===== src/rtl/bcd_to_binary_seq_if.sv =====
// Request/result bundle for the sequential BCD-to-binary converter.
interface bcd_to_binary_seq_if;
  logic       start;
  logic [3:0] hundreds;
  logic [3:0] tens;
  logic [3:0] ones;
  logic [7:0] bin;
  logic       busy;
  logic       done;
  logic       err;

  modport master (
    output start, hundreds, tens, ones,
    input  bin, busy, done, err
  );

  modport slave (
    input  start, hundreds, tens, ones,
    output bin, busy, done, err
  );
endinterface


===== src/rtl/bcd_to_binary_seq.sv =====
// Three-digit BCD to 8-bit binary converter using reverse double-dabble, one bit per cycle.
// Define BCD2BIN_SAT_EN to saturate overflowing results to 8'hFF instead of wrapping mod 256.
module bcd_to_binary_seq (
  input  logic                 clk,
  input  logic                 rst_n,
  bcd_to_binary_seq_if.slave   bus
);

  typedef enum logic [1:0] {StIdle, StCheck, StShift, StDone} state_e;

  state_e      state_q, state_d;
  logic [2:0]  cnt_q, cnt_d;
  logic [11:0] bcd_q, bcd_d;
  logic [7:0]  acc_q, acc_d;
  logic [7:0]  res_q, res_d;
  logic        err_q, err_d;

  logic [11:0] sh_bcd;
  logic [7:0]  sh_acc;
  logic [11:0] adj_bcd;
  logic        digit_bad;
  logic        ovf;
  logic [7:0]  ovf_val;

  // One reverse double-dabble step on the working registers.
  always_comb begin
    {sh_bcd, sh_acc} = {bcd_q, acc_q} >> 1;
    adj_bcd = sh_bcd;
    for (int i = 0; i < 3; i++) begin
      if (sh_bcd[4*i +: 4] >= 4'd8) begin
        adj_bcd[4*i +: 4] = sh_bcd[4*i +: 4] - 4'd3;
      end
    end
  end

  assign digit_bad = (bcd_q[3:0] > 4'd9) || (bcd_q[7:4] > 4'd9) || (bcd_q[11:8] > 4'd9);
  // Any residual BCD left after eight steps means the value did not fit in 8 bits.
  assign ovf       = |adj_bcd;

`ifdef BCD2BIN_SAT_EN
  assign ovf_val = 8'hFF;
`else
  assign ovf_val = sh_acc;
`endif

  always_comb begin
    state_d = state_q;
    cnt_d   = cnt_q;
    bcd_d   = bcd_q;
    acc_d   = acc_q;
    res_d   = res_q;
    err_d   = err_q;

    unique case (state_q)
      StIdle: begin
        if (bus.start) begin
          bcd_d   = {bus.hundreds, bus.tens, bus.ones};
          acc_d   = 8'h00;
          err_d   = 1'b0;
          state_d = StCheck;
        end
      end
      StCheck: begin
        if (digit_bad) begin
          res_d   = 8'h00;
          err_d   = 1'b1;
          state_d = StDone;
        end else begin
          cnt_d   = 3'd0;
          state_d = StShift;
        end
      end
      StShift: begin
        bcd_d = adj_bcd;
        acc_d = sh_acc;
        cnt_d = cnt_q + 3'd1;
        if (cnt_q == 3'd7) begin
          err_d   = ovf;
          res_d   = ovf ? ovf_val : sh_acc;
          state_d = StDone;
        end
      end
      StDone: begin
        state_d = StIdle;
      end
      default: begin
        state_d = StIdle;
      end
    endcase
  end

  always_ff @(posedge clk or negedge rst_n) begin
    if (!rst_n) begin
      state_q <= StIdle;
      cnt_q   <= 3'd0;
      bcd_q   <= 12'h000;
      acc_q   <= 8'h00;
      res_q   <= 8'h00;
      err_q   <= 1'b0;
    end else begin
      state_q <= state_d;
      cnt_q   <= cnt_d;
      bcd_q   <= bcd_d;
      acc_q   <= acc_d;
      res_q   <= res_d;
      err_q   <= err_d;
    end
  end

  assign bus.bin  = res_q;
  assign bus.err  = err_q;
  assign bus.busy = (state_q == StCheck) || (state_q == StShift);
  assign bus.done = (state_q == StDone);

endmodule

===== src/flat_wrapper.sv =====
// flat-port wrapper written by rule: the top's interface ports become plain ports
module bcd_to_binary_seq_flat 
  (clk, rst_n, bus_start, bus_hundreds, bus_tens, bus_ones, bus_bin, bus_busy, bus_done, bus_err);
  bcd_to_binary_seq_if bus_i ();
  input  logic clk;
  input  logic rst_n;
  input wire logic [$bits(bus_i.start)-1:0] bus_start;
  input wire logic [$bits(bus_i.hundreds)-1:0] bus_hundreds;
  input wire logic [$bits(bus_i.tens)-1:0] bus_tens;
  input wire logic [$bits(bus_i.ones)-1:0] bus_ones;
  output wire logic [$bits(bus_i.bin)-1:0] bus_bin;
  output wire logic [$bits(bus_i.busy)-1:0] bus_busy;
  output wire logic [$bits(bus_i.done)-1:0] bus_done;
  output wire logic [$bits(bus_i.err)-1:0] bus_err;
  assign bus_i.start = bus_start;
  assign bus_i.hundreds = bus_hundreds;
  assign bus_i.tens = bus_tens;
  assign bus_i.ones = bus_ones;
  assign bus_bin = bus_i.bin;
  assign bus_busy = bus_i.busy;
  assign bus_done = bus_i.done;
  assign bus_err = bus_i.err;
  bcd_to_binary_seq u_core (.clk(clk), .rst_n(rst_n), .bus(bus_i));
endmodule

===== config.mk =====
export PLATFORM = sky130hd
export DESIGN_NAME = bcd_to_binary_seq_flat
export DESIGN_NICKNAME = d
export VERILOG_FILES = /design/src/rtl/bcd_to_binary_seq_if.sv /design/src/rtl/bcd_to_binary_seq.sv /design/src/flat_wrapper.sv
export SDC_FILE = /design/constraint.sdc
export NUM_CORES = 1
export LEC_CHECK = 0
export CORE_ASPECT_RATIO = 1.5
export CORE_MARGIN = 4
export CORE_UTILIZATION = 50
export CTS_CLUSTER_DIAMETER = 30
export DETAILED_ROUTE_END_ITERATION = 10
export GPL_TIMING_DRIVEN = 0
export PLACE_DENSITY = 0.75
export SYNTH_ARGS = -nofsm -noshare
export SYNTH_HDL_FRONTEND = slang
export SYNTH_SLANG_ARGS = --single-unit

===== constraint.sdc =====
create_clock -name clk -period 2.4 [get_ports clk]
set_input_delay 0.24 -clock clk [delete_from_list [all_inputs] [get_ports clk]]
set_output_delay 0.24 -clock clk [all_outputs]
set_load 0.05 [all_outputs]

==> out/summary.txt <==
Fin cells: 236
Avg Inst Size Synth: 10.6 µm²
Register area: 826 µm²
Synth Cell Area: 1720 µm²
Core Area: 3220 µm²
Final net count: 220
Postcts setup bufs: 0
Sequential-to-total area share from yosys stat: 0.480
VDD IR max: 0.928 mV
TritonCTS clock tree: yes
Critical path launch point type: flop
Max-Cap Viols: 0
Worst-margin pin slew: 0.738 ns
Distinct cells, synth: 35
Dpl hpwl: 2710 µm
Port bufs: 25
Met1 Use GR: 0.191
Ports: 26
H-tree depth: 2
Gr busiest metal: met2
Overflow after GRT: 0
Fin worst setup slack: 0.205 ns
Post-synth EDFFs: 0
Headroom to the max-slew limit: 0.508
# fillers: 270
Met3 usage: 0.0583
Net count after synthesis: 188
Largest net degree at the start of global routing: 34
Diode count: 0
Crit-path max FO: 4
DP Cell Count: 228
Slew Limit Fails: 0
Routed vias/inst: 5.67
Max stage delay on crit path: 0.82 ns
Share of layout cells above drive strength 1: 0.0918
Post-synth ARST share: 1.00
Maximum clock insertion buffer count: 2
Global-route wire length before repair: 6360 µm
# setup viols final: 0
Wirelength, routed: 3630 µm
Cell Rows: 25
WL/cell: 15.4 µm
Top_reg_cell synth: dfrtp_1
Setup Skew: 0.00577 ns
Min-delay worst type: in -> async
TNS Setup: 0 ns
Initial drt markers: 37
Status: completed
Hold_ws: 0.0108 ns
Residual DRC count: 0
Clock slew at reported path FFs: 0.07 ns
Clock sinks: 33
Die boundary width: 55.9 µm
Total CTS buffers: 5
Effective utilization at floorplan: 0.534
Minimum clock period: 2.19 ns
Power density over cell area: 1320 nW/µm²
Antenna violations before repair: 0
Leak: 0.955 nW
Total power: 2.78 mW
Final ANT Viol Nets: 0
Final worst-path cycle share: 0.914
Vias in the first global route: 1416
Worst-skew pair later-pin latency: 0.29 ns
Dpl ws: 0.381 ns
First-pass detailed-route iteration total: 4
Synth Instances: 163
Post-CTS Resized: 0
Via count: 1339
Critical path endpoint category: output port
RSZ-0062 raised after global routing: no
Setup Crit Path Kind: reg -> out
Warnings, synthesis: 0
Die ar.: 4460 µm²
Die Span Y: 79.8 µm
Synthesized flop and latch total: 33
Root Buffer: clkbuf_8
Layout area overhead: 22.2%
FMAX: 0.456 GHz
Critical Path, Cell by Cell: inv_1 -> ha_1 -> clkdlybuf4s50_1
Total GRT Usage: 0.182
Area of the multi-input gates: 816 µm²
Required @ worst endpoint: 2.16 ns
CTS Hold Bufs: 0
Fin. Hold Viols: 0
Met2 usage: 0.331
Worst path arrival time: 1.95 ns
Routability cong.: 0.810
CP max-delay cell: clkdlybuf4s50_1
## Yosys cell counts, drive strengths merged (4+ instances only)
| library cell | number | area (µm²) |
|---|---|---|
| inv | 10 | 37.5 |
| nand2 | 12 | 45.0 |
| nor3 | 4 | 20.0 |
| nor2 | 5 | 18.8 |
| ha | 10 | 125 |
| clkbuf | 7 | 26.3 |
| xnor2 | 4 | 35.0 |
| o21ai | 20 | 104 |
| a22o | 17 | 149 |
| dfrtp | 33 | 826 |
| mux2i | 7 | 70.1 |
## cell usage in the layout (no fill, tap or decap), types with 3 or more instances in the layout
cell / count
buf_2: 4
clkbuf_8: 5
a22o_1: 17
clkdlybuf4s50_1: 24
nor2_1: 5
nor3_1: 4
o21ai_0: 18
dfrtp_1: 33
nor2b_1: 3
mux2i_1: 7
clkbuf_1: 7
ha_1: 10
inv_1: 10
nand2_1: 12
nand2b_1: 3
xnor2_1: 4
## cell families after synthesis
| logic type | after synthesis | share of synthesized area |
|---|---|---|
| and+or+nand+nor | 36 | 0.111 |
| adders and majority gates | 10 | 0.0727 |
| xor gates and xnor gates | 4 | 0.0204 |
| muxes | 8 | 0.0473 |
| AOI/OAI and AO/OA | 52 | 0.223 |
| DFF | 33 | 0.480 |
| buffers and inverters | 20 | 0.0458 |
## final timing paths
check                      depth (start not counted)                            end                     startpoint  slack [ns]
setup / recovery                                   3                       bus_busy  u_core.state_q[1]$_DFFE_PN0P_        0.21
hold / removal                                     1    u_core.cnt_q[0]$_DFFE_PN0P_                          rst_n        0.01
setup reg to reg                                   6   u_core.bcd_q[10]$_DFFE_PN0P_  u_core.state_q[0]$_DFFE_PN0P_        0.41
hold reg to reg                                    1  u_core.bus.bin[2]$_DFFE_PN0P_  u_core.bus.bin[2]$_DFFE_PN0P_        0.50
max in group asynchronous                          1    u_core.bcd_q[6]$_DFFE_PN0P_                          rst_n        1.92
min in group clk                                   1  u_core.bus.bin[2]$_DFFE_PN0P_  u_core.bus.bin[2]$_DFFE_PN0P_        0.50
## stage by stage
stage / cell area [µm²] / utilization
global placement: 2020 / 0.627
floorplan: 1720 / -
detailed placement: 2020 / 0.626
finish: 2100 / 0.652
global route: 2100 / 0.652
CTS: 2100 / 0.652
## registers in the layout, indices dropped and copies added, names as in the netlist
register	flops
u_core.bus.bin	8
u_core.bcd_q	12
u_core.cnt_q	3
u_core.acc_q	7
u_core.bus.err	1
u_core.state_q	2
## layout make-up
class,count,area share
Sequential cell,33,0.393
Multi-Input combinational cell,110,0.388
Timing Repair Buffer,25,0.117
Clock buffer,5,0.0327
Tap cell,40,0.0238
Buffer,10,0.0196
Inverter,10,0.0179
Clock inverter,3,0.00833
## routing by layer
| metal | up-vias | wire length (µm) | part of all wire |
|---|---|---|---|
| li1 | 649 | - | - |
| met1 | 650 | 1430 | 0.39 |
| met2 | 32 | 1960 | 0.54 |
| met3 | 8 | 165 | 0.045 |
| met4 | 0 | 75 | 0.021 |
| met5 | - | 0 | 0 |
## critical path: cells and delay by family, from the launching register on
family	cells	cell delay (ns)
flip-flops	1	0.40
buffers and inverters	2	0.91
adder cells (fa/ha/maj)	1	0.35
## where the power goes
group / internal (mW) / total, mW / switching [mW]
logic: 0.588 / 1.45 / 0.858
registers: 0.740 / 0.925 / 0.184
clock network: 0.200 / 0.411 / 0.211
(Power assumes the default switching activity.)
